[src/rtl/lfsr_run_sequencer.sv]
// lfsr_run_sequencer
// Start-triggered job engine for the 8-bit pattern generator:
//   - latches tap configuration, seed, step count and base address;
//   - steps the LFSR num_steps times;
//   - writes every new pattern to data memory over a req/ack port;
//   - reports the per-step Hamming distance and its truncated average.
//
// Optional build macro HD_LOG_EN:
//   - Each step issues a second write of {4'b0,hd}.
//   - That write goes to the pattern address with its MSB flipped.
//
// Ports:
//   clk, reset            clock, synchronous active-high reset
//   start, abort          job start (sampled in IDLE), job cancel
//   tap_cfg, seed         tap enables and initial LFSR value
//   num_steps, base_addr  step count and first write address
//   mem_we/addr/wdata     write request, held until mem_ack
//   mem_ack               write accepted this cycle
//   lfsr_q, hd, hd_avg    current pattern, last step HD, average HD
//   busy, done            not-IDLE flag, one-cycle completion pulse
module lfsr_run_sequencer #(
    parameter int ADDR_W = 8,
    parameter int CNT_W  = 8,
    parameter int TOT_W  = 11
) (
    input  logic              clk,
    input  logic              reset,
    input  logic              start,
    input  logic              abort,
    input  logic [6:0]        tap_cfg,
    input  logic [7:0]        seed,
    input  logic [CNT_W-1:0]  num_steps,
    input  logic [ADDR_W-1:0] base_addr,
    output logic              mem_we,
    output logic [ADDR_W-1:0] mem_addr,
    output logic [7:0]        mem_wdata,
    input  logic              mem_ack,
    output logic [7:0]        lfsr_q,
    output logic [3:0]        hd,
    output logic [7:0]        hd_avg,
    output logic              busy,
    output logic              done
);

    localparam int DCNT_W = $clog2(TOT_W);
    localparam logic [DCNT_W-1:0] DCNT_LAST = DCNT_W'(TOT_W - 1);
    localparam logic [ADDR_W-1:0] ADDR_MSB  = {1'b1, {(ADDR_W-1){1'b0}}};

    typedef enum logic [2:0] {IDLE, LOAD, STEP, WRITE, DIV, DONE} state_t;

    state_t state, state_nx;

    logic [6:0]        tap_l;
    logic [7:0]        seed_l;
    logic [CNT_W-1:0]  steps_l;
    logic [ADDR_W-1:0] base_l;
    logic [CNT_W-1:0]  cnt;
    logic [ADDR_W-1:0] addr;
    logic [TOT_W-1:0]  total;
    logic [TOT_W-1:0]  quo;
    logic [CNT_W-1:0]  rem;
    logic [DCNT_W-1:0] dcnt;

    logic [7:0]        lfsr_nx;
    logic [3:0]        step_hd;
    logic [CNT_W:0]    rem_sh;
    logic              rem_ge;
    logic [CNT_W-1:0]  rem_nx;
    logic [TOT_W-1:0]  quo_nx;
    logic              last_wr;

`ifdef HD_LOG_EN
    logic              wr_hd;   // second (HD log) write of the current step
`endif

    // Galois-style shift left: the bit leaving q[7] re-enters at q[0] and
    // toggles q[i] (i=1..7) where tap_cfg[7-i] is set.
    always_comb begin
        lfsr_nx = {lfsr_q[6:0], lfsr_q[7]}
                ^ ({tap_l[0], tap_l[1], tap_l[2], tap_l[3],
                    tap_l[4], tap_l[5], tap_l[6], 1'b0} & {8{lfsr_q[7]}});
        step_hd = 4'($countones(lfsr_q ^ lfsr_nx));
    end

    // One restoring-division iteration per cycle; the dividend is shifted
    // out of quo while quotient bits are shifted in.
    always_comb begin
        rem_sh = {rem, quo[TOT_W-1]};
        rem_ge = (rem_sh >= {1'b0, steps_l});
        rem_nx = rem_ge ? CNT_W'(rem_sh - {1'b0, steps_l}) : rem_sh[CNT_W-1:0];
        quo_nx = {quo[TOT_W-2:0], rem_ge};
    end

    always_comb begin
`ifdef HD_LOG_EN
        last_wr = wr_hd;
`else
        last_wr = 1'b1;
`endif
    end

    // State register
    always_ff @(posedge clk) begin
        if (reset)
            state <= IDLE;
        else
            state <= state_nx;
    end

    // Next-state logic
    always_comb begin
        state_nx = state;
        unique case (state)
            IDLE:  if (start) state_nx = LOAD;
            LOAD:  state_nx = (steps_l == '0) ? DONE : STEP;
            STEP:  state_nx = WRITE;
            WRITE: if (mem_ack && last_wr) state_nx = (cnt < steps_l) ? STEP : DIV;
            DIV:   if (dcnt == DCNT_LAST) state_nx = DONE;
            DONE:  state_nx = IDLE;
            default: state_nx = IDLE;
        endcase
        if (abort)
            state_nx = IDLE;
    end

    // Datapath registers; abort freezes everything except write accounting
    always_ff @(posedge clk) begin
        if (reset) begin
            tap_l   <= '0;
            seed_l  <= '0;
            steps_l <= '0;
            base_l  <= '0;
            cnt     <= '0;
            addr    <= '0;
            total   <= '0;
            quo     <= '0;
            rem     <= '0;
            dcnt    <= '0;
            lfsr_q  <= '0;
            hd      <= '0;
            hd_avg  <= '0;
`ifdef HD_LOG_EN
            wr_hd   <= 1'b0;
`endif
        end else begin
            unique case (state)
                IDLE: begin
                    if (start && !abort) begin
                        tap_l   <= tap_cfg;
                        seed_l  <= seed;
                        steps_l <= num_steps;
                        base_l  <= base_addr;
                    end
                end
                LOAD: begin
                    if (!abort) begin
                        lfsr_q <= seed_l;
                        addr   <= base_l;
                        cnt    <= '0;
                        total  <= '0;
                        hd     <= '0;
`ifdef HD_LOG_EN
                        wr_hd  <= 1'b0;
`endif
                        if (steps_l == '0)
                            hd_avg <= '0;
                    end
                end
                STEP: begin
                    if (!abort) begin
                        lfsr_q <= lfsr_nx;
                        hd     <= step_hd;
                        total  <= total + TOT_W'(step_hd);
                        cnt    <= cnt + 1'b1;
                    end
                end
                WRITE: begin
                    if (mem_ack) begin
`ifdef HD_LOG_EN
                        wr_hd <= ~wr_hd;
                        if (wr_hd)
                            addr <= addr + 1'b1;
`else
                        addr <= addr + 1'b1;
`endif
                        if (last_wr) begin
                            quo  <= total;
                            rem  <= '0;
                            dcnt <= '0;
                        end
                    end
                end
                DIV: begin
                    if (!abort) begin
                        quo  <= quo_nx;
                        rem  <= rem_nx;
                        dcnt <= dcnt + 1'b1;
                        if (dcnt == DCNT_LAST)
                            hd_avg <= quo_nx[7:0];
                    end
                end
                default: ;
            endcase
        end
    end

    // Outputs
    always_comb begin
        busy      = (state != IDLE);
        done      = (state == DONE);
        mem_we    = 1'b0;
        mem_addr  = '0;
        mem_wdata = '0;
        if (state == WRITE) begin
            mem_we    = 1'b1;
            mem_addr  = addr;
            mem_wdata = lfsr_q;
`ifdef HD_LOG_EN
            if (wr_hd) begin
                mem_addr  = addr ^ ADDR_MSB;
                mem_wdata = {4'b0, hd};
            end
`endif
        end
    end

endmodule
[config.mk]
export PLATFORM = sky130hd
export DESIGN_NAME = lfsr_run_sequencer
export DESIGN_NICKNAME = d
export VERILOG_FILES = /design/src/rtl/lfsr_run_sequencer.sv
export SDC_FILE = /design/constraint.sdc
export NUM_CORES = 1
export LEC_CHECK = 0
export ABC_AREA = 1
export CORE_AREA = 5 5 111 113
export DETAILED_ROUTE_END_ITERATION = 7
export DIE_AREA = 0 0 116 118
export HOLD_SLACK_MARGIN = 0.06
export PLACE_DENSITY = 0.77
export SETUP_SLACK_MARGIN = 0.5
export SYNTH_ARGS = -nofsm -noshare
export SYNTH_HDL_FRONTEND = slang
export SYNTH_SLANG_ARGS = --single-unit
[constraint.sdc]
create_clock -name clk -period 10.28 [get_ports clk]
set_input_delay 1.542 -clock clk [delete_from_list [all_inputs] [get_ports clk]]
set_output_delay 1.542 -clock clk [all_outputs]
set_load 0.005 [all_outputs]
==> flow_summary.json <==
{
  "start_kind": "register",
  "rsz0062_at_grt": "no",
  "r2r_cells": 22,
  "whs_endpoint": "base_l[0]",
  "sequentialPowerShare_pct": 46.4,
  "antenna_found_initial": 0,
  "p_total_mw": 0.920,
  "clockBufferDepth": 2,
  "num_vias": 5093,
  "post_cts_resized": 0,
  "path_clk_slew_ns": 0.08,
  "syn-num-nets": 841,
  "cts_made_buffers": 9,
  "skew_ns": 0.00826,
  "tns_ns": 0,
  "powerDensity_mw_per_mm2": 139,
  "viasPerCell": 5.19,
  "power.share.clock_pct": 37.8,
  "max_freq_mhz": 203,
  "ant_nets": 0,
  "holdCritStartpoint": "base_l[0]",
  "antennaDiodeCount": 0,
  "holdCritPathClass": "reg2reg",
  "die-area_mm2": 0.0137,
  "htree_num_levels": 3,
  "fin_crit_sh_pct": 48.0,
  "reg2reg_to": "total[6]",
  "cp_data_required_time_ns": 10.52,
  "fin_crit_ns": 4.93,
  "start_util_pct": 49.1,
  "r2r-start": "lfsr_q[7]",
  "postCtsSetupBuffers": 0,
  "arrival_ns": 5.17,
  "synth.avg_cell_area_um2": 7.12,
  "finalNetCount": 902,
  "slew_headroom_pct": 46.7,
  "cts_tree": "yes",
  "yosysMostFrequentCell": "nand2_1",
  "grt_util_all_layers_pct": 19.9,
  "cts_hold_buffers": 0,
  "dp.final_hpwl_um": 9290,
  "setup_ws_ns": 5.35,
  "grt_pass1_wl_um": 22300,
  "wire_per_inst_um": 13.4,
  "design.core.area_mm2": 0.0112,
  "p_sw_mw": 0.252,
  "ys_types": 37,
  "grt_max_degree": 58,
  "synthTopCellsByCount": "nand2_1, dfxtp_1, nor2_1, a21oi_1, inv_1",
  "netlist_area_mm2": 0.00551,
  "netlist_instances": 773,
  "grt_pass1_vias": 4821,
  "num_rows": 39,
  "finalMaxSlewViolations": 0,
  "synth_top_area_share_pct": 37.8,
  "cts_sinks": 104,
  "synthFlopType": "dfxtp_1",
  "crit_type": "reg2reg",
  "yosys_warnings": 0,
  "gr-total-overflow": 0,
  "finalSetupViolations": 0,
  "whs_path_depth": 2,
  "end_kind": "register",
  "gp_congestion": 0.884,
  "drtIter0Drc": 329,
  "p_int_mw": 0.667,
  "dieHeight_um": 118,
  "synth-seq-cells": 104,
  "port-buffer-count": 74,
  "worst_pin_slew_ns": 0.795,
  "dr.pass1.iters": 5,
  "drc": 0,
  "synth_enable_flop_cells": 0,
  "status": "finished, final reports clean",
  "place_ws_ns": 5.35,
  "r2r_slack_ns": 5.35,
  "drive_gt1_share_pct": 6.09,
  "async_flop_share_pct": 0,
  "power_frac_comb_pct": 15.8,
  "cts_root_buf": "clkbuf_16",
  "cp_max_fo": 12,
  "swShare_pct": 27.4,
  "die_w_um": 116,
  "synth_seq_area_share_pct": 37.8,
  "drv_cap": 0,
  "yosys.area.top_type": "dfxtp_1",
  "hold_viol": 0,
  "synth.area.top_cells": "dfxtp_1, nand2_1, a21oi_1, nor2_1, o21ai_0",
  "area_growth_pct": 20.3,
  "routed_wl_um": 13200,
  "clk_latency_ns": 0.35,
  "timing.hold.ws_ns": 0.460,
  "p_leak_nw": 2.72,
  "ios": 75,
  "max-vdd-ir-drop_mv": 0.133
}
## how the worst max path moves through the flow
stage / from / to / slack (ns)
2_1_floorplan: lfsr_q[7] / total[6] / 5.64
3_3_place_gp: lfsr_q[7] / total[6] / 5.50
3_5_place_dp: lfsr_q[7] / total[6] / 5.35
4_1_cts: lfsr_q[7] / total[6] / 5.33
5_1_grt: lfsr_q[7] / total[6] / 4.90
6_report: lfsr_q[7] / total[6] / 5.35
## cells in the final DEF, fill, tap and decap left out, types with 2 or more instances in the layout
master           instances
nor3_2                   3
clkdlybuf4s50_1         74
nand3b_1                 5
or2_2                    2
a31oi_1                  9
o21a_1                   2
inv_1                   74
xnor2_1                  3
nor3_1                   8
nor2_2                   5
dfxtp_1                104
buf_4                    4
o21ai_1                  2
inv_2                   10
ha_1                    26
nor2_1                  98
nand3_2                  2
clkinvlp_4               2
nand4_1                  4
clkbuf_16                9
o21ai_0                 73
a22oi_1                  8
nand2_2                  6
nand2_1                148
nand3_1                 38
nand2_4                  2
fa_1                     6
xor2_1                  20
a21oi_1                 78
## worst max-delay path, cell delays in order, from the launching register on
cell     delay (ns)
dfxtp_1        0.58
xor2_1         0.18
a21oi_1        0.25
xor2_1         0.24
fa_1           0.47
fa_1           0.54
inv_1          0.05
fa_1           0.46
inv_1          0.06
ha_1           0.16
inv_1          0.05
fa_1           0.47
inv_1          0.07
fa_1           0.42
nand2_1        0.08
inv_1          0.04
o21ai_0        0.13
nand2_1        0.11
nand2_4        0.09
nor2_2         0.04
nand2_1        0.10
xor2_1         0.15
nor2_1         0.05
## per-layer routing
layer,routed length [µm],track usage [%]
met5,0,0
met4,291,6.96
met3,750,5.86
met2,6240,33.0
met1,5870,24.2
## stage by stage
step	utilization (%)	area (µm²)	cells
after floorplan	-	5510	773
after global routing	59.0	6620	981
after CTS	59.0	6620	981
final	59.0	6620	981
after detailed placement	56.4	6330	966
after global placement	56.4	6330	966
## flip-flops by register name, summed over array words and instances (netlist names), 7 cells and up
register / cells
addr: 8
base_l: 8
cnt: 8
hd_avg: 8
lfsr_q: 8
quo: 11
rem: 8
seed_l: 8
steps_l: 8
tap_l: 7
total: 11
## cells by family (layout without fill, tap and decap cells)
family / Yosys count / count (layout) / share of synthesized area (%)
compound gates: 176 / 176 / 16.8
flops: 104 / 104 / 37.8
fa+ha+maj: 32 / 32 / 8.09
buf+inv: 115 / 180 / 8.30
simple gates: 323 / 323 / 25.3
xor+xnor: 23 / 23 / 3.66
## power by group through the flow
| stage | sequential (mW) | combinational (mW) | clock [mW] |
|---|---|---|---|
| 2_1_floorplan | 0.433 | 0.101 | 0 |
| 3_3_place_gp | 0.435 | 0.142 | 0 |
| 3_5_place_dp | 0.436 | 0.145 | 0 |
| 4_1_cts | 0.426 | 0.147 | 0.353 |
| 5_1_grt | 0.428 | 0.169 | 0.369 |
| 6_report | 0.426 | 0.145 | 0.348 |
## area by class of cell
cell class,count,area [µm²]
fill,1053,4600
clock buffer,10,229
sequential,104,2080
multi-input combinational,554,2970
timing repair buffer,78,771
inverter,87,330
clock inverter,5,65.1
tap,143,179
No activity file was read; power rests on OpenSTA's default activity.
